$ cat config.mk
export PLATFORM = sky130hd
export DESIGN_NAME = ddr2_read_drain_ctrl
export DESIGN_NICKNAME = d
export VERILOG_FILES = /design/src/rtl/ddr2_read_drain_ctrl_pkg.sv /design/src/rtl/ddr2_rd_out_stage.sv /design/src/rtl/ddr2_read_drain_ctrl.sv
export SDC_FILE = /design/constraint.sdc
export NUM_CORES = 1
export LEC_CHECK = 0
export BUFFER_PORTS_ARGS = -buffer_cell sky130_fd_sc_hd__buf_2
export CAP_MARGIN = 0
export CORE_MARGIN = 8
export CORE_UTILIZATION = 53
export DETAILED_ROUTE_END_ITERATION = 16
export PLACE_DENSITY = 0.82
export SLEW_MARGIN = 20
export SYNTH_ARGS = -nofsm -noshare
export SYNTH_HDL_FRONTEND = slang
export SYNTH_SLANG_ARGS = --single-unit
$ cat constraint.sdc
create_clock -name clk -period 2.1 [get_ports clk]
set_input_delay 0.42 -clock clk [delete_from_list [all_inputs] [get_ports clk]]
set_output_delay 0.42 -clock clk [all_outputs]
set_load 0.03 [all_outputs]
$ cat src/rtl/ddr2_read_drain_ctrl_pkg.sv
// ddr2_read_drain_ctrl_pkg: shared state encoding and burst constants
// for the DDR2 read drain controller and its output stage.
package ddr2_read_drain_ctrl_pkg;

    localparam int RING_DEPTH = 8;

    localparam logic BL4 = 1'b0;
    localparam logic BL8 = 1'b1;

    typedef logic [15:0] word_t;

    typedef enum logic [2:0] {
        ST_IDLE,
        ST_WAIT_CL,
        ST_LISTEN,
        ST_SETTLE,
        ST_DRAIN
    } rd_state_t;

    // Number of words in a burst for a given burst_len encoding.
    function automatic logic [3:0] bl_words(input logic bl);
        return (bl == BL8) ? 4'd8 : 4'd4;
    endfunction

endpackage

$ cat src/rtl/ddr2_rd_out_stage.sv
// ddr2_rd_out_stage: single-entry host output register with
// valid/ready hold and a last-word flag.
module ddr2_rd_out_stage #(
    parameter int DATA_W = 16
) (
    input  logic              clk,
    input  logic              reset,
    input  logic              load,
    input  logic [DATA_W-1:0] din,
    input  logic              last_in,
    input  logic              ready,
    output logic [DATA_W-1:0] data_out,
    output logic              valid,
    output logic              last,
    output logic              can_load
);

    logic [DATA_W-1:0] data_q, data_d;
    logic              valid_q, valid_d;
    logic              last_q, last_d;

    // Load a new word, or drop valid once the held word is consumed.
    always_comb begin
        data_d  = data_q;
        valid_d = valid_q;
        last_d  = last_q;
        if (load) begin
            data_d  = din;
            valid_d = 1'b1;
            last_d  = last_in;
        end else if (valid_q && ready) begin
            valid_d = 1'b0;
            last_d  = 1'b0;
        end
    end

    // Output register state.
    always_ff @(posedge clk or negedge reset) begin
        if (!reset) begin
            data_q  <= '0;
            valid_q <= 1'b0;
            last_q  <= 1'b0;
        end else begin
            data_q  <= data_d;
            valid_q <= valid_d;
            last_q  <= last_d;
        end
    end

    assign can_load = !valid_q || ready;
    assign data_out = data_q;
    assign valid    = valid_q;
    assign last     = last_q;

endmodule

$ cat src/rtl/ddr2_read_drain_ctrl.sv
// ddr2_read_drain_ctrl: opens the ring-buffer capture window after a
// READ, then drains the captured burst onto a valid/ready host stream.
module ddr2_read_drain_ctrl
    import ddr2_read_drain_ctrl_pkg::*;
#(
    parameter int DATA_W     = 16,
    parameter int PTR_W      = $clog2(RING_DEPTH),
    parameter int CL         = 5,
    parameter int LISTEN_PAD = 1,
    parameter int SETTLE     = 2
) (
    input  logic              clk,
    input  logic              reset,
    input  logic              rd_start,
    input  logic              burst_len,
    output logic              busy,
    output logic              err_overlap,
    output logic              listen,
    output logic [PTR_W-1:0]  readPtr,
    input  logic [DATA_W-1:0] dout,
    output logic [DATA_W-1:0] data_out,
    output logic              data_valid,
    input  logic              data_ready,
    output logic              data_last
);

    localparam int CNT_W = 8;
    localparam int IDX_W = PTR_W + 1;

    // cnt tracks the cycle number since rd_start while waiting/listening,
    // and restarts at 1 for the settle gap.
    localparam logic [CNT_W-1:0] CNT_ONE = CNT_W'(1);
    localparam logic [CNT_W-1:0] L_START = CNT_W'(CL - LISTEN_PAD);
    localparam logic [CNT_W-1:0] L_END4  = CNT_W'(CL + 1 + LISTEN_PAD);
    localparam logic [CNT_W-1:0] L_END8  = CNT_W'(CL + 3 + LISTEN_PAD);
    localparam logic [CNT_W-1:0] SET_N   = CNT_W'(SETTLE);

    rd_state_t        state_q, state_d;
    logic [CNT_W-1:0] cnt_q, cnt_d, cnt_inc, l_end;
    logic [IDX_W-1:0] idx_q, idx_d, bl_n;
    logic [PTR_W-1:0] base_q, base_d;
    logic             bl8_q, bl8_d;
    logic             err_q, err_d;
    logic             load, last_in, can_load;

    // Next-state, counters, rolling base and output-stage load.
    always_comb begin
        state_d = state_q;
        cnt_d   = cnt_q;
        idx_d   = idx_q;
        base_d  = base_q;
        bl8_d   = bl8_q;
        load    = 1'b0;
        cnt_inc = cnt_q + CNT_ONE;
        bl_n    = IDX_W'(bl_words(bl8_q));
        l_end   = bl8_q ? L_END8 : L_END4;
        last_in = (idx_q == bl_n - IDX_W'(1));
        err_d   = rd_start && (state_q != ST_IDLE);
        unique case (state_q)
            ST_IDLE: begin
                if (rd_start) begin
                    bl8_d   = burst_len;
                    cnt_d   = CNT_ONE;
                    state_d = (L_START == CNT_ONE) ? ST_LISTEN : ST_WAIT_CL;
                end
            end
            ST_WAIT_CL: begin
                cnt_d = cnt_inc;
                if (cnt_inc == L_START) state_d = ST_LISTEN;
            end
            ST_LISTEN: begin
                if (cnt_q == l_end) begin
                    cnt_d   = CNT_ONE;
                    state_d = ST_SETTLE;
                end else begin
                    cnt_d = cnt_inc;
                end
            end
            ST_SETTLE: begin
                if (cnt_q == SET_N) begin
                    idx_d   = '0;
                    state_d = ST_DRAIN;
                end else begin
                    cnt_d = cnt_inc;
                end
            end
            ST_DRAIN: begin
                load = (idx_q < bl_n) && can_load;
                if (load) idx_d = idx_q + IDX_W'(1);
                if (data_valid && data_last && data_ready) begin
                    base_d  = base_q + bl_n[PTR_W-1:0];
                    idx_d   = '0;
                    state_d = ST_IDLE;
                end
            end
            default: state_d = ST_IDLE;
        endcase
    end

    // Controller state registers.
    always_ff @(posedge clk or negedge reset) begin
        if (!reset) begin
            state_q <= ST_IDLE;
            cnt_q   <= '0;
            idx_q   <= '0;
            base_q  <= '0;
            bl8_q   <= 1'b0;
            err_q   <= 1'b0;
        end else begin
            state_q <= state_d;
            cnt_q   <= cnt_d;
            idx_q   <= idx_d;
            base_q  <= base_d;
            bl8_q   <= bl8_d;
            err_q   <= err_d;
        end
    end

    assign busy        = (state_q != ST_IDLE);
    assign listen      = (state_q == ST_LISTEN);
    assign readPtr     = base_q + idx_q[PTR_W-1:0];
    assign err_overlap = err_q;

    ddr2_rd_out_stage #(
        .DATA_W (DATA_W)
    ) u_out (
        .clk      (clk),
        .reset    (reset),
        .load     (load),
        .din      (dout),
        .last_in  (last_in),
        .ready    (data_ready),
        .data_out (data_out),
        .valid    (data_valid),
        .last     (data_last),
        .can_load (can_load)
    );

endmodule

==> out/metrics.cfg, run 1 <==
[outcome]
outcome=completed

[cts]
ctsResizeCount=0
cts_root_buf=clkbuf_4
clkLatencyLatePin_ns=0.34
htree_levels=2
post-cts-setup-buffers=0
cts_buffer_depth=2
hold_buffers=0
numCtsBuffers=5
cts_tree=done
clkSlewWorstSetupHoldPaths_ns=0.11
cts.sinks=36

[die]
die_h_um=74.89
rows=21
boundaryPins=45
coreArea_sq_um=3337
dieArea_sq_um=5609
initial_core_util=0.5508
die_w_um=74.89

[grt]
antenna_found_initial=0
met2_usage=0.2303
gr-usage-met3=0.05726
gr-usage-met1=0.1901
grt_usage=0.1552
grt_first_pass_wirelength_um=6644
grt_max_degree=37
grt_pass1_vias=1505
grt_overflow=0
busiest_layer=met2

[synth]
syn_inst=173
synth_cell_type_count=43
synth_warnings=0
ys_seq_area_frac=0.4901
synth_top_family_by_area=simple AND/OR/NAND/NOR gates
synth_edf_count=0
synth_area_leaders=dfrtp_1 (49%), mux2_2 (9.8%), ha_1 (3.4%)
synth_seq_cells=36
synthFlopType=dfrtp_1
avgSynthCellArea_sq_um=10.62
yosys.area.top_type_share=0.4901
synth-compound-area-share=0.1491
yosys.area_share.simple=0.1688
yosys.area_share.xor_xnor=0.01430
synthAdderAreaFrac=0.03404
syn_area_sq_um=1838
synth.top_cells.by_count=dfrtp_1 (36), mux2_2 (16), nand2_1 (12), nor2_1 (12), o21ai_0 (12)
yosys.area.top_type=dfrtp_1
yosysMostFrequentCell=dfrtp_1
synthArstFlopShare=1.000
synthMuxAreaShare=0.09803
synth_nets=199

[detailed_routing]
viasPerCell=5.359
wirelength_um=3873
drc=0
drtIter0Drc=84
antenna_left=0
drt-wirelength-per-cell_um=14.19
dr_total_vias=1463
firstDrtPassIters=4

[final_layout]
synthToLayoutAreaGrowth_pct=20.42
nets=252
multiInputGateArea_sq_um=853.3
diodes=0
layout.filler_cells=266
drive_gt1_frac=0.3789
regArea_sq_um=900.9

[timing]
min_period_ns=1.904
final.setup.worst_slack_ns=0.1964
rsz0062_at_grt=false
fin_tns_setup_ns=0
setup_viol=0
hold_viol=0
timing.fmax_mhz=525.3
clock_skew_ns=0.008581
slew_headroom=0.4707
final_max_slew_viol_count=0
worstMarginPinSlew_ns=0.7940
fin_crit_sh=0.9065

[worst_setup_path]
reg2regPathDepth=4
reg2reg_from=state_q[0]
worst_ep_arrival_time_ns=1.48
criticalPathCategory=reg2out
crit_slowest_cell=dfrtp_1
slowest_delay_ns=0.39
startpoint_type=flop
critical_path_required_ns=1.68
cp_num_buf_inv=3
worstPathCellList=buf_4 -> nor3_1 -> inv_1 -> buf_2
crit_fanout=10
cp-end-kind=primary output
critPathTopFamily=buffers and inverters
reg2reg_slack_ns=0.21
r2r_end=u_out.data_out[4]

[power_and_ir_drop]
clkPwrFrac=0.364
ir_drop_mv=0.4868
power.switching_uw=299.8
p_int_uw=998.5
p_per_area_nw_per_um2=586.6
seq_power_share=0.554
swShare=0.2309
total_power_uw=1298
combPwrFrac=0.082
p_leak_uw=0.001059

[place]
preCtsSetupSlack_ns=0.2246
io_buffers=44
dp_hpwl_um=2943
place_congestion=0.8773

[job]
maxCapViolations=0

[worst_hold_path]
min-delay-path-class=in2async

## worst reg2reg max path: cells and delay by family, from the launching register on
| family | cells | cell delay [ns] |
|---|---|---|
| simple gates | 1 | 0.43 |
| compound gates | 1 | 0.36 |
| buf+inv | 1 | 0.26 |
| flops | 1 | 0.39 |
| mux | 1 | 0.35 |
## power groups by stage
stage               Sequential (uW)  Clock, uW  Combinational, uW
floorplan                       766          0               18.7
global placement                732          0                106
detailed placement              733          0                108
CTS                             719        495                108
global route                    722        523                116
finish                          719        473                106
## sequential cells by signal, summed over array words and instances, names as in the netlist
name,cells
err_overlap,1
bl8_q,1
cnt_q,8
idx_q,4
u_out.valid,1
state_q,3
u_out.last,1
base_q,1
u_out.data_out,16
## cell families after synthesis
group | after synthesis
multiplexers | 16
AND/OR/NAND/NOR | 60
AO/OA/AOI/OAI | 37
flip-flops | 36
adder cells (fa/ha/maj) | 5
buffers and inverters | 16
XOR/XNOR | 3
## how the worst max path moves through the flow
stage,start,to,slack (ns),cells past startpoint
floorplan,state_q[2],u_out.data_out[0],0.26,4
global placement,state_q[0],u_out.data_out[0],0.26,4
detailed placement,bl8_q,u_out.data_out[8],0.22,5
CTS,state_q[2],busy,0.18,4
global route,cnt_q[2],cnt_q[5],0.05,5
finish,state_q[0],busy,0.20,4
## metal layers
layer  vias to the layer above  part of all wire
met5                         -                 0
met4                         0             0.032
met3                        10             0.089
met2                        45              0.45
met1                       685              0.43
li1                        723                 -
## through the flow
stage / std cells / utilization / area [sq um] / hold slack [ns]
global route: 273 / 0.6633 / 2213 / 0.1873
finish: 273 / 0.6633 / 2213 / 0.1562
detailed placement: 265 / 0.6404 / 2137 / 0.4806
global placement: 265 / 0.6404 / 2137 / 0.4749
floorplan: 173 / - / 1838 / 0.1244
CTS: 273 / 0.6633 / 2213 / 0.1482
## placed cells by master (no fill, tap or decap), types with 2 or more instances in the layout
cell type,count
ha_1,5
nor2b_1,3
buf_4,10
o21ai_0,12
or2_2,2
xor2_1,2
inv_1,8
a31o_2,2
nor3b_1,2
nor3_1,6
mux2_2,16
a21oi_1,5
nand3_1,9
and3_1,2
and2_1,3
o21ai_1,2
nand2_1,12
a22o_1,4
dfrtp_1,36
buf_2,44
nor4_1,2
clkbuf_4,5
o2111ai_1,2
nor2_1,12
## cell type report
cell class                      count  area share
Timing Repair Buffer               54      0.1334
Inverter                            8     0.01357
Tap cell                           46     0.02600
Multi-Input combinational cell    121      0.3855
Clock inverter                      2     0.01583
Sequential cell                    36      0.4070
Clock buffer                        6     0.01865
(Power assumes the default switching activity.)
==> run 2: changes to the inputs <==
- CORE_UTILIZATION: 53 -> 47
- PLACE_DENSITY: 0.82 -> 0.77
- clock period: 2.1 -> 1.7 ns (I/O delays scaled with it)
==> run 2 against run 1 <==
The run now ends with setup timing left. Design area up 20%. Sequential power up 24%. Combinational power up 52%. Non-clock buffer count up 20. Critical path type is now reg2reg. Highest routed layer unchanged.
==> out/metrics.cfg, run 2 (synthesized netlist as in run 1, its figures left out) <==
[final_layout]
final_cell_mix=buf_2 (42), dfrtp_1 (30), buf_4 (22)
layout.filler_cells=234
drive_gt1_frac=0.5407
diodes=0
nets=272
synthToLayoutAreaGrowth_pct=44.59
fin_cells=294
mostFrequentLayoutCell=buf_2
largest_reg_flops=16

[place]
placed_cells=276
preCtsSetupSlack_ns=-0.1717
dp_hpwl_um=3195
place_congestion=0.8568
io_buffers=44

[cts]
cts.sinks=36
htree_levels=2
cts_root_buf=clkbuf_8
cts_buffer_depth=2
clkSlewWorstSetupHoldPaths_ns=0.07
cts_tree=done
clkLatencyLatePin_ns=0.29
numCtsBuffers=5

[die]
boundaryPins=45
rows=22
die_h_um=78.54
die_w_um=78.54
coreArea_sq_um=3716
initial_core_util=0.4946
dieArea_sq_um=6168

[detailed_routing]
drt-wirelength-per-cell_um=18.49
antenna_left=0
drtIter0Drc=75
drc=0
viasPerCell=5.895
firstDrtPassIters=4
dr_total_vias=1733
wirelength_um=5436

[power_and_ir_drop]
total_power_uw=1710
p_int_uw=1310
combPwrFrac=0.094
ir_drop_mv=0.3935
p_per_area_nw_per_um2=643.5
p_leak_uw=0.001239
seq_power_share=0.522
swShare=0.2343
power.switching_uw=400.7
clkPwrFrac=0.384

[worst_setup_path]
reg2reg_slack_ns=-0.1
startpoint_type=flop
worst_ep_arrival_time_ns=1.97
crit_fanout=7
reg2reg_from=bl8_q
cp-end-kind=flop
reg2regPathDepth=7
critical_path_required_ns=1.87
criticalPathCategory=reg2reg
r2r_end=u_out.data_out[9]

[timing]
fin_tns_setup_ns=-1.355
slew_headroom=0.7136
final.setup.worst_slack_ns=-0.09767
rsz0062_at_grt=true
final_max_slew_viol_count=0
worstMarginPinSlew_ns=0.4295
min_period_ns=1.798
setup_viol=18
hold_viol=0
timing.fmax_mhz=556.3
whs_ns=0.2816
fin_crit_sh=1.057
clock_skew_ns=0.006285

[grt]
grt_first_pass_wirelength_um=7769
antenna_found_initial=0
grt_overflow=0
grt_max_degree=20
grt_pass1_vias=1651
grt_usage=0.1540

[outcome]
outcome=finished with violations
violations=setup timing

[worst_hold_path]
min-delay-path-class=in2reg
holdPathStages=2
hold_end=u_out.data_out[10]
min_from=dout[10]

[job]
maxCapViolations=0

-- run 2: worst max path at each step --
stage,startpoint,end,slack (ns),cells after the start
finish,bl8_q,u_out.data_out[9],-0.1,7
CTS,state_q[1],u_out.data_out[4],-0.16,5
detailed placement,state_q[0],u_out.data_out[4],-0.17,4
floorplan,state_q[2],u_out.data_out[0],-0.14,4
global placement,state_q[0],u_out.data_out[5],-0.14,4
global route,bl8_q,u_out.data_out[12],-0.12,7
-- run 2: worst max-delay path, stage by stage, from the launching register on --
cell and delay (ns):
dfrtp_1 0.40, inv_2 0.12, ha_4 0.15, inv_2 0.04, a2111oi_4 0.34, buf_6 0.18, buf_8 0.15, mux2_4 0.30
-- run 2: timing repair --
| action | CTS | global route |
|---|---|---|
| resized for setup | 26 | 45 |
| setup endpoints to repair | 28 | 32 |
| hold endpoints to repair | 9 | 0 |
| hold buffers | 1 | 0 |
| pin swaps | 3 | 17 |
| buffers inserted | 2 | 7 |
| gates cloned | 1 | 0 |
-- run 2: metal layers --
layer,share of wire,up-vias,GRT usage
met1,0.39,885,0.1725
met3,0.062,25,0.04670
met4,0.032,0,0.03704
met2,0.52,59,0.2775
met5,0,-,0
li1,-,764,-
-- run 2: final cells by class --
class	instances	area [sq um]	share of cell area
multi-input combinational	121	1064	0.4002
sequential	36	908.4	0.3418
timing repair buffer	74	499.2	0.1879
clock buffer	7	96.34	0.03625
tap	48	60.06	0.02260
inverter	8	30.03	0.01130
-- run 2: through the flow --
stage | instance area, sq um | util
5_1_grt | 2658 | 0.7152
3_5_place_dp | 2233 | 0.6010
3_3_place_gp | 2233 | 0.6010
4_1_cts | 2454 | 0.6603
6_report | 2658 | 0.7152
2_1_floorplan | 1852 | -
-- run 2: power groups by stage --
stage	registers, uW	logic [uW]	clock network (uW)
floorplan	946	25.1	0
global placement	905	138	0
detailed placement	907	142	0
CTS	892	156	650
global route	894	173	706
finish	892	161	656
